===== src/rtl/writeback_regfile_if.sv =====
// Write-back bus between execute/decode and the register file: write sources,
// read selects, read data and the commit trace.
interface writeback_regfile_if #(
  parameter int DATA_W = 8,
  parameter int SEL_W  = 3
);
  logic              alu_wr_en;
  logic [SEL_W-1:0]  alu_wr_sel;
  logic [DATA_W-1:0] alu_wr_data;
  logic              ld_req;
  logic [SEL_W-1:0]  ld_dst;
  logic [DATA_W-1:0] d_mem_data_in;
  logic [SEL_W-1:0]  rd_sel0;
  logic [SEL_W-1:0]  rd_sel1;
  logic [DATA_W-1:0] rd_data0;
  logic [DATA_W-1:0] rd_data1;
  logic              wb_stall;
  logic              wb_commit_en;
  logic [SEL_W-1:0]  wb_commit_sel;
  logic [DATA_W-1:0] wb_commit_data;
  logic              wb_overflow;

  modport master (
    output alu_wr_en, alu_wr_sel, alu_wr_data, ld_req, ld_dst, d_mem_data_in,
           rd_sel0, rd_sel1,
    input  rd_data0, rd_data1, wb_stall, wb_commit_en, wb_commit_sel,
           wb_commit_data, wb_overflow
  );

  modport slave (
    input  alu_wr_en, alu_wr_sel, alu_wr_data, ld_req, ld_dst, d_mem_data_in,
           rd_sel0, rd_sel1,
    output rd_data0, rd_data1, wb_stall, wb_commit_en, wb_commit_sel,
           wb_commit_data, wb_overflow
  );
endinterface


===== src/rtl/writeback_regfile.sv =====
// In-order write-back register file: one commit per cycle, a small hold FIFO
// for port conflicts, and two registered read ports with full forwarding.
module writeback_regfile #(
  parameter int DATA_W     = 8,
  parameter int NUM_REGS   = 8,
  parameter int HOLD_DEPTH = 2
) (
  input logic               clk,
  input logic               reset_,
  writeback_regfile_if.slave wb
);
  localparam int SEL_W = $clog2(NUM_REGS);
  localparam int PTR_W = (HOLD_DEPTH > 1) ? $clog2(HOLD_DEPTH) : 1;
  localparam int CNT_W = $clog2(HOLD_DEPTH + 1);

  logic [DATA_W-1:0] regs      [NUM_REGS];
  logic [SEL_W-1:0]  hold_sel  [HOLD_DEPTH];
  logic [DATA_W-1:0] hold_data [HOLD_DEPTH];
  logic [PTR_W-1:0]  head, tail;
  logic [CNT_W-1:0]  hold_count;
  logic              ld_pend;
  logic [SEL_W-1:0]  ld_dst_q;

  logic              in0_v, in1_v, in0_acc, in1_acc;
  logic [SEL_W-1:0]  in0_sel, in1_sel;
  logic [DATA_W-1:0] in0_data, in1_data;
  logic              pop, commit_v, push0_v, push1_v, acc0, acc1, drop;
  logic [SEL_W-1:0]  commit_sel, push0_sel;
  logic [DATA_W-1:0] commit_data, push0_data;
  int                space, n_acc;

  logic [SEL_W-1:0]  rd_sel_a [2];
  logic [DATA_W-1:0] rd_fwd   [2];

  logic [DATA_W-1:0] rd_data0_q, rd_data1_q, commit_data_q;
  logic [SEL_W-1:0]  commit_sel_q;
  logic              commit_en_q, overflow_q;

  function automatic logic [PTR_W-1:0] ptr_add(input logic [PTR_W-1:0] p, input int n);
    int s;
    s = int'(p) + n;
    if (s >= HOLD_DEPTH) s = s - HOLD_DEPTH;
    return PTR_W'(s);
  endfunction

  // in0 is always the older incoming write: a load return beats a same-cycle ALU write
  always_comb begin
    in1_v    = 1'b0;
    in1_sel  = wb.alu_wr_sel;
    in1_data = wb.alu_wr_data;
    if (ld_pend) begin
      in0_v    = 1'b1;
      in0_sel  = ld_dst_q;
      in0_data = wb.d_mem_data_in;
      in1_v    = wb.alu_wr_en;
    end else begin
      in0_v    = wb.alu_wr_en;
      in0_sel  = wb.alu_wr_sel;
      in0_data = wb.alu_wr_data;
    end
  end

  always_comb begin
    pop         = (hold_count != '0);
    commit_v    = pop ? 1'b1 : in0_v;
    commit_sel  = pop ? hold_sel[head] : in0_sel;
    commit_data = pop ? hold_data[head] : in0_data;
    push0_v     = pop ? in0_v : in1_v;
    push0_sel   = pop ? in0_sel : in1_sel;
    push0_data  = pop ? in0_data : in1_data;
    push1_v     = pop & in1_v;
    // the pop frees its slot before any push lands
    space       = HOLD_DEPTH - int'(hold_count) + (pop ? 1 : 0);
    acc0        = push0_v && (space >= 1);
    acc1        = push1_v && (space >= 2);
    drop        = (push0_v && !acc0) || (push1_v && !acc1);
    n_acc       = int'(acc0) + int'(acc1);
    in0_acc     = pop ? acc0 : in0_v;
    in1_acc     = pop ? acc1 : acc0;
  end

  assign rd_sel_a[0] = wb.rd_sel0;
  assign rd_sel_a[1] = wb.rd_sel1;

  // Forwarding applied oldest-to-youngest so the last match wins; dropped writes are invisible
  always_comb begin
    for (int p = 0; p < 2; p++) begin
      rd_fwd[p] = regs[rd_sel_a[p]];
      if (commit_v && commit_sel == rd_sel_a[p]) rd_fwd[p] = commit_data;
      for (int i = 0; i < HOLD_DEPTH; i++) begin
        if (i < int'(hold_count) && hold_sel[ptr_add(head, i)] == rd_sel_a[p])
          rd_fwd[p] = hold_data[ptr_add(head, i)];
      end
      if (in0_acc && in0_sel == rd_sel_a[p]) rd_fwd[p] = in0_data;
      if (in1_acc && in1_sel == rd_sel_a[p]) rd_fwd[p] = in1_data;
    end
  end

  always_ff @(posedge clk) begin
    if (reset_) begin
      for (int r = 0; r < NUM_REGS; r++) regs[r] <= '0;
      head          <= '0;
      tail          <= '0;
      hold_count    <= '0;
      ld_pend       <= 1'b0;
      ld_dst_q      <= '0;
      rd_data0_q    <= '0;
      rd_data1_q    <= '0;
      commit_en_q   <= 1'b0;
      commit_sel_q  <= '0;
      commit_data_q <= '0;
      overflow_q    <= 1'b0;
    end else begin
      ld_pend  <= wb.ld_req;
      ld_dst_q <= wb.ld_dst;
      if (commit_v) regs[commit_sel] <= commit_data;
      if (acc0) begin
        hold_sel[tail]  <= push0_sel;
        hold_data[tail] <= push0_data;
      end
      if (acc1) begin
        hold_sel[ptr_add(tail, 1)]  <= in1_sel;
        hold_data[ptr_add(tail, 1)] <= in1_data;
      end
      head          <= pop ? ptr_add(head, 1) : head;
      tail          <= ptr_add(tail, n_acc);
      hold_count    <= CNT_W'(int'(hold_count) - (pop ? 1 : 0) + n_acc);
      rd_data0_q    <= rd_fwd[0];
      rd_data1_q    <= rd_fwd[1];
      commit_en_q   <= commit_v;
      commit_sel_q  <= commit_v ? commit_sel : '0;
      commit_data_q <= commit_v ? commit_data : '0;
      if (drop) overflow_q <= 1'b1;
    end
  end

  assign wb.wb_stall = (int'(hold_count) >= HOLD_DEPTH - 1) ||
                       (ld_pend && int'(hold_count) >= HOLD_DEPTH - 2);
  assign wb.rd_data0       = rd_data0_q;
  assign wb.rd_data1       = rd_data1_q;
  assign wb.wb_commit_en   = commit_en_q;
  assign wb.wb_commit_sel  = commit_sel_q;
  assign wb.wb_commit_data = commit_data_q;
  assign wb.wb_overflow    = overflow_q;
endmodule


===== src/flat_wrapper.sv =====
// flat-port wrapper written by rule: the top's interface ports become plain ports
module writeback_regfile_flat 
#(
  parameter int DATA_W     = 8,
  parameter int NUM_REGS   = 8,
  parameter int HOLD_DEPTH = 2
)
  (clk, reset_, wb_alu_wr_en, wb_alu_wr_sel, wb_alu_wr_data, wb_ld_req, wb_ld_dst, wb_d_mem_data_in, wb_rd_sel0, wb_rd_sel1, wb_rd_data0, wb_rd_data1, wb_wb_stall, wb_wb_commit_en, wb_wb_commit_sel, wb_wb_commit_data, wb_wb_overflow);
  writeback_regfile_if #(.DATA_W(DATA_W), .SEL_W(3)) wb_i ();
  input logic clk;
  input logic reset_;
  input wire logic [$bits(wb_i.alu_wr_en)-1:0] wb_alu_wr_en;
  input wire logic [$bits(wb_i.alu_wr_sel)-1:0] wb_alu_wr_sel;
  input wire logic [$bits(wb_i.alu_wr_data)-1:0] wb_alu_wr_data;
  input wire logic [$bits(wb_i.ld_req)-1:0] wb_ld_req;
  input wire logic [$bits(wb_i.ld_dst)-1:0] wb_ld_dst;
  input wire logic [$bits(wb_i.d_mem_data_in)-1:0] wb_d_mem_data_in;
  input wire logic [$bits(wb_i.rd_sel0)-1:0] wb_rd_sel0;
  input wire logic [$bits(wb_i.rd_sel1)-1:0] wb_rd_sel1;
  output wire logic [$bits(wb_i.rd_data0)-1:0] wb_rd_data0;
  output wire logic [$bits(wb_i.rd_data1)-1:0] wb_rd_data1;
  output wire logic [$bits(wb_i.wb_stall)-1:0] wb_wb_stall;
  output wire logic [$bits(wb_i.wb_commit_en)-1:0] wb_wb_commit_en;
  output wire logic [$bits(wb_i.wb_commit_sel)-1:0] wb_wb_commit_sel;
  output wire logic [$bits(wb_i.wb_commit_data)-1:0] wb_wb_commit_data;
  output wire logic [$bits(wb_i.wb_overflow)-1:0] wb_wb_overflow;
  assign wb_i.alu_wr_en = wb_alu_wr_en;
  assign wb_i.alu_wr_sel = wb_alu_wr_sel;
  assign wb_i.alu_wr_data = wb_alu_wr_data;
  assign wb_i.ld_req = wb_ld_req;
  assign wb_i.ld_dst = wb_ld_dst;
  assign wb_i.d_mem_data_in = wb_d_mem_data_in;
  assign wb_i.rd_sel0 = wb_rd_sel0;
  assign wb_i.rd_sel1 = wb_rd_sel1;
  assign wb_rd_data0 = wb_i.rd_data0;
  assign wb_rd_data1 = wb_i.rd_data1;
  assign wb_wb_stall = wb_i.wb_stall;
  assign wb_wb_commit_en = wb_i.wb_commit_en;
  assign wb_wb_commit_sel = wb_i.wb_commit_sel;
  assign wb_wb_commit_data = wb_i.wb_commit_data;
  assign wb_wb_overflow = wb_i.wb_overflow;
  writeback_regfile #(.DATA_W(DATA_W), .NUM_REGS(NUM_REGS), .HOLD_DEPTH(HOLD_DEPTH)) u_core (.clk(clk), .reset_(reset_), .wb(wb_i));
endmodule

===== config.mk =====
export PLATFORM = sky130hd
export DESIGN_NAME = writeback_regfile_flat
export DESIGN_NICKNAME = d
export VERILOG_FILES = /design/src/rtl/writeback_regfile_if.sv /design/src/rtl/writeback_regfile.sv /design/src/flat_wrapper.sv
export SDC_FILE = /design/constraint.sdc
export NUM_CORES = 1
export LEC_CHECK = 0
export BUFFER_PORTS_ARGS = -buffer_cell sky130_fd_sc_hd__buf_4
export CORE_UTILIZATION = 45
export DETAILED_ROUTE_END_ITERATION = 8
export SLEW_MARGIN = 20
export SYNTH_ARGS = -nofsm -noshare
export SYNTH_HDL_FRONTEND = slang
export SYNTH_SLANG_ARGS = --single-unit

===== constraint.sdc =====
create_clock -name clk -period 3.35 [get_ports clk]
set_clock_uncertainty 0.05 [all_clocks]
set_input_delay 0.67 -clock clk [delete_from_list [all_inputs] [get_ports clk]]
set_output_delay 0.67 -clock clk [all_outputs]
set_load 0.02 [all_outputs]

=== After elaboration in Yosys (flattened, before gate mapping) ===
Memory sizes are Yosys's and may differ from the RTL's. A register that Yosys moved wholly into a read port is not among the register bits.
Index checks and enable logic that the tools add are counted.

* $add $sub $neg: 12
* Multiply operators: 0
* Div/mod/pow operators: 0
* Magnitude comparators: 9
* Equality and inequality tests: 10
* Shift-type cells: 0
* Muxes and demuxes: 47
* Bitwise gates (word level): 2
* Reductions and logical operators: 21

{| class="wikitable"
|+ Operator list
! operator !! count
|-
| 8-bit 2-to-1 mux || 14
|-
| 32-bit by 3-bit >= comparator with 1-bit output, second input constant || 2
|-
| 32-bit adder || 1
|-
| 32-bit by 2-bit >= comparator with 1-bit output, second input constant || 1
|-
| 3-bit equality test || 10
|-
| 1-bit 2-to-1 mux || 29
|-
| 1-bit logical AND || 14
|-
| 3-bit 2-to-1 mux || 4
|-
| 8-bit OR reduction || 1
|-
| 1-bit by 1-bit adder with 2-bit output, second input constant || 2
|-
| 2-bit >= comparator, second input constant || 2
|-
| 1-bit by 2-bit < comparator with 1-bit output, first input constant || 2
|-
| 1-bit subtractor, second input constant || 4
|-
| 1-bit by 2-bit adder with 3-bit output || 1
|-
| 2-bit by 2-bit subtractor with 3-bit output, first input constant || 1
|-
| 1-bit by 1-bit adder with 2-bit output || 1
|-
| 2-bit adder || 1
|-
| 1-bit by 2-bit >= comparator with 1-bit output, second input constant || 1
|-
| 2-bit by 1-bit >= comparator with 1-bit output, second input constant || 1
|-
| 1-bit zero test || 2
|-
| 1-bit logical OR || 2
|-
| 2-bit nonzero test || 1
|-
| 2-bit OR reduction || 1
|-
| 2-bit subtractor || 1
|-
| other kinds (2) || 2
|}

* Bits in registers: 37
* Latch bits: 0
* RAM bits: 86
* Memory bits (read-only): 0
* Input bits: 32
* Output and inout port bits: 30
* Logic and storage cells: 115
* Memories kept: 3

{| class="wikitable"
|+ Memories
! memory !! depth !! bits a word !! read ports !! clocked after memory_dff !! wr ports !! RTL line !! source
|-
| u_core.regs || 8 || 8 || 2 || 0 || 8 || writeback_regfile.sv:16 || <nowiki>logic [DATA_W-1:0] regs [NUM_REGS];</nowiki>
|-
| u_core.hold_data || 2 || 8 || 3 || 1 || 2 || writeback_regfile.sv:18 || <nowiki>logic [DATA_W-1:0] hold_data [HOLD_DEPTH];</nowiki>
|-
| u_core.hold_sel || 2 || 3 || 3 || 1 || 2 || writeback_regfile.sv:17 || <nowiki>logic [SEL_W-1:0] hold_sel [HOLD_DEPTH];</nowiki>
|}

=== Logic depth before layout (Yosys ltp) ===
* Word-level depth: 9
* Depth in mapped cells: 9

=== Least setup slack after synthesis ===
Ideal clock, no wire load.

* Path type: in2reg
* Start: input port wb_rd_sel0[0]
* End: register u_core.rd_data0_q[0] (netlist: u_core.wb.rd_data0[0])
* Arrival time: 2.281 ns
* Data required time: 3.156 ns
* Setup slack: 0.875 ns
* Stages: 6
* Cells stage by stage: buf_2 > buf_2 > mux4_2 > mux2_2 > o211ai_1 > a32oi_1

* Longest elaborated chain between the ends: 7

{| class="wikitable"
|+ RTL lines
! element !! RTL line !! source
|-
| start: declaration || flat_wrapper.sv:18 || <nowiki>input wire logic [$bits(wb_i.rd_sel0)-1:0] wb_rd_sel0;</nowiki>
|-
| branches (longest 6 deep; another with memory read 8 x 8 bit) || - ||
|-
| 8-bit 2-to-1 mux * || writeback_regfile.sv:95 || <nowiki>if (in1_acc && in1_sel == rd_sel_a[p]) rd_fwd[p] = in1_data;</nowiki>
|-
| end signal: assignment || writeback_regfile.sv:128 || <nowiki>rd_data0_q <= rd_fwd[0];</nowiki>
|-
| end: declaration || writeback_regfile.sv:35 || <nowiki>logic [DATA_W-1:0] rd_data0_q, rd_data1_q, commit_data_q;</nowiki>
|}

Mark *: on every way between the ends.
A chain may end at the register's enable or synchronous reset.

==> impl_metrics.csv <==
group,metric,value,unit
status,outcome,"completed",
detailed_routing,drt_wl_total,20400,um
final_layout,fin_util,54.6,%
sta,finalSetupViolations,0,
detailed_routing,drcViolationCount,0,
detailed_routing,post_drt_wl_per_cell,22.3,um
synth,syn_nets,671,
critical_path,critical_path_required,3360,ps
critical_path,end_kind,"flop",
final_layout,syn_to_final_growth,19.3,%
clock_network,ctsRootBufferMaster,"clkbuf_16",
die,core-area,15100,um^2
clock_network,clk_latency,420,ps
synth,netlist_area,6940,um^2
sta,min_period,2830,ps
critical_path,critPathMaxFanout,9,
sta,max_freq,0.353,GHz
clock_network,cts_made_buffers,17,
placed_design,dp_cells,879,
worst_hold_path,holdCritPathClass,"in -> reg",
clock_network,cts_tree,"yes",
die,io_pins,62,
final_layout,diodes,0,
final_layout,final_common_cell,"nor2_1",
synth,netlist_top_cells_area,"edfxtp_1, dfxtp_1, mux4_2, nor2_1, mux2i_1",
global_route,first_global_vias,5388,
sta,tightestPinTransition,953,ps
clock_network,cts_sinks,124,
sta,hold_violations,0,
final_layout,nets,744,
critical_path,r2r_slack,520,ps
synth,synth-async-reset-ratio,0,%
power_and_ir_drop,ir_drop,363,uV
clock_network,clock_path_buffers,2,
synth,synth_edf_count,86,
global_route,grt_max_degree,28,
clock_network,cts_setup_buffers,0,
critical_path,path_cells,"nor2_2 -> mux2i_1 -> nor2b_1 -> nand2_1 -> nand2b_1",
critical_path,regToRegEndpoint,"u_core.regs[1][3]",
synth,syn_area_per_cell,10.9,um^2
final_layout,final_cell_mix,"nor2_1, buf_4, edfxtp_1",
die,die_area,15900,um^2
sta,slew_violations,0,
detailed_routing,drt-initial-drc-count,520,
power_and_ir_drop,cellPowerDensity,525,nW/um^2
sta,setup_ws,521,ps
die,die_w,126,um
critical_path,reg2reg_depth,5,
synth,seq_area_frac_synth,48.2,%
critical_path,critPathArrivalTime,2840,ps
critical_path,start_kind,"flop",
synth,ys.flop_type,"edfxtp_1",
clock_network,clk_pin_slew,60,ps
placed_design,place_congestion,0.882,
global_route,grt_pass1_wl,31200,um
synth,synthCells,637,
worst_hold_path,min_to,"u_core.ld_pend",
sta,min_period_over_period,84.4,%
final_layout,fin_cells,911,
power_and_ir_drop,leakagePower,3.05,nW
global_route,grt.total_usage,26.5,%
synth,synth_seq_cells,124,
detailed_routing,vias_per_cell,6.05,
clock_network,ctsHoldBuffers,0,
critical_path,r2r_start,"u_core.hold_count[0]",
critical_path,critical_path_class,"reg -> reg",
sta,holdWs,411,ps
critical_path,cpMaxStageDelayCell,"nand2b_1",
global_route,antenna_found_initial,1,
sta,rsz0062_at_grt,"no",
critical_path,slowest_delay,450,ps
placed_design,post-place-ws,537,ps
synth,ys_types,42,
synth,netlist.area_leader.share,37.2,%
final_layout,drive_above_1_share,24.5,%
clock_network,htree_levels,4,
worst_hold_path,hold_depth,2,
worst_hold_path,min-delay-start,"wb_ld_req",
clock_network,cts-resized-gates,0,
detailed_routing,firstDrtPassIters,7,
placed_design,port_buffers,61,
die,row_count,45,
sta,finalSetupTns,0,ps
detailed_routing,routed-via-count,5511,
detailed_routing,ant_nets,0,
final_layout,fillers,1292,
synth,synth_top_cell_by_area,"edfxtp_1",
synth,ys_warn_count,0,
global_route,grt_overflow,0,
run,max-cap-violations,0,
die,initial_utilization,45.8,%
placed_design,hpwl,14600,um
die,die_h,126,um
sta,relSlewSlack,36.0,%
metal layers:
metal  up-vias  routed length, um  GRT usage (%)  part of all wire, %
met5         -                  9              0                0.044
met4         2                575           10.4                  2.8
met3        45               1730           6.16                  8.5
met2       318               9660           42.5                   47
met1      2677               8380           35.0                   41
li1       2469                  -              -                    -
worst max path at each step:
| stage | startpoint | cells after the start | end | slack [ps] |
|---|---|---|---|---|
| 6_report | u_core.hold_count[0] | 5 | u_core.regs[1][3] | 520 |
| 3_5_place_dp | reset_ | 5 | u_core.regs[1][1] | 540 |
| 3_3_place_gp | reset_ | 5 | u_core.regs[1][1] | 550 |
| 5_1_grt | u_core.hold_count[0] | 5 | u_core.regs[1][6] | 340 |
| 4_1_cts | u_core.hold_count[0] | 5 | u_core.regs[1][3] | 570 |
| 2_1_floorplan | wb_rd_sel0[0] | 6 | u_core.wb.rd_data0[0] | 870 |
where the power goes:
part	internal, mW	switching, mW
Clock	1.17	0.698
Sequential	1.73	0.0528
Combinational	0.288	0.401
Total	3.19	1.15
critical path: cells and delay by family, from the launching register on:
| family | cells | cell delay (ps) |
|---|---|---|
| multiplexers | 1 | 360 |
| flip-flops | 1 | 380 |
| AND/OR/NAND/NOR | 4 | 1680 |
per-stage QoR:
step / power, mW / cell area (um^2)
6_report: 4.34 / 8280
5_1_grt: 4.47 / 8280
4_1_cts: 4.36 / 8280
3_5_place_dp: 2.50 / 7680
3_3_place_gp: 2.49 / 7680
2_1_floorplan: 2.23 / 6940
sequential cells by signal, indices dropped and copies added, names as in the netlist, 3 cells and up, named ones only:
register / flops
u_core.hold_data: 16
u_core.wb.wb_commit_sel: 3
u_core.regs: 64
u_core.wb.rd_data1: 8
u_core.wb.wb_commit_data: 8
u_core.hold_sel: 6
u_core.ld_dst_q: 3
u_core.wb.rd_data0: 8
cell usage after synthesis (12+ instances only):
library cell / n
xnor2_1: 16
edfxtp_1: 86
mux4_2: 32
dfxtp_1: 38
mux2i_1: 47
nor2_1: 129
xor2_1: 13
clkbuf_1: 14
inv_1: 12
nand2_1: 64
a21oi_1: 30
mux2_2: 12
o21ai_1: 17
area by class of cell:
| class | count | area [um^2] | area share (%) |
|---|---|---|---|
| Multi-Input combinational cell | 462 | 3360 | 40.6 |
| Sequential cell | 124 | 3340 | 40.4 |
| Timing Repair Buffer | 93 | 698 | 8.44 |
| Clock buffer | 18 | 429 | 5.19 |
| Tap cell | 188 | 235 | 2.84 |
| Clock inverter | 14 | 166 | 2.01 |
| Inverter | 12 | 45.0 | 0.544 |
cells by family after synthesis:
logic type | Yosys count | synth area share [%]
compound gates | 102 | 9.24
mux | 96 | 20.5
buf+inv | 51 | 3.50
flops | 124 | 48.2
fa+ha+maj | 3 | 0.505
simple gates | 232 | 14.4
xor+xnor | 29 | 3.66
No activity file was read; power rests on OpenSTA's default activity.
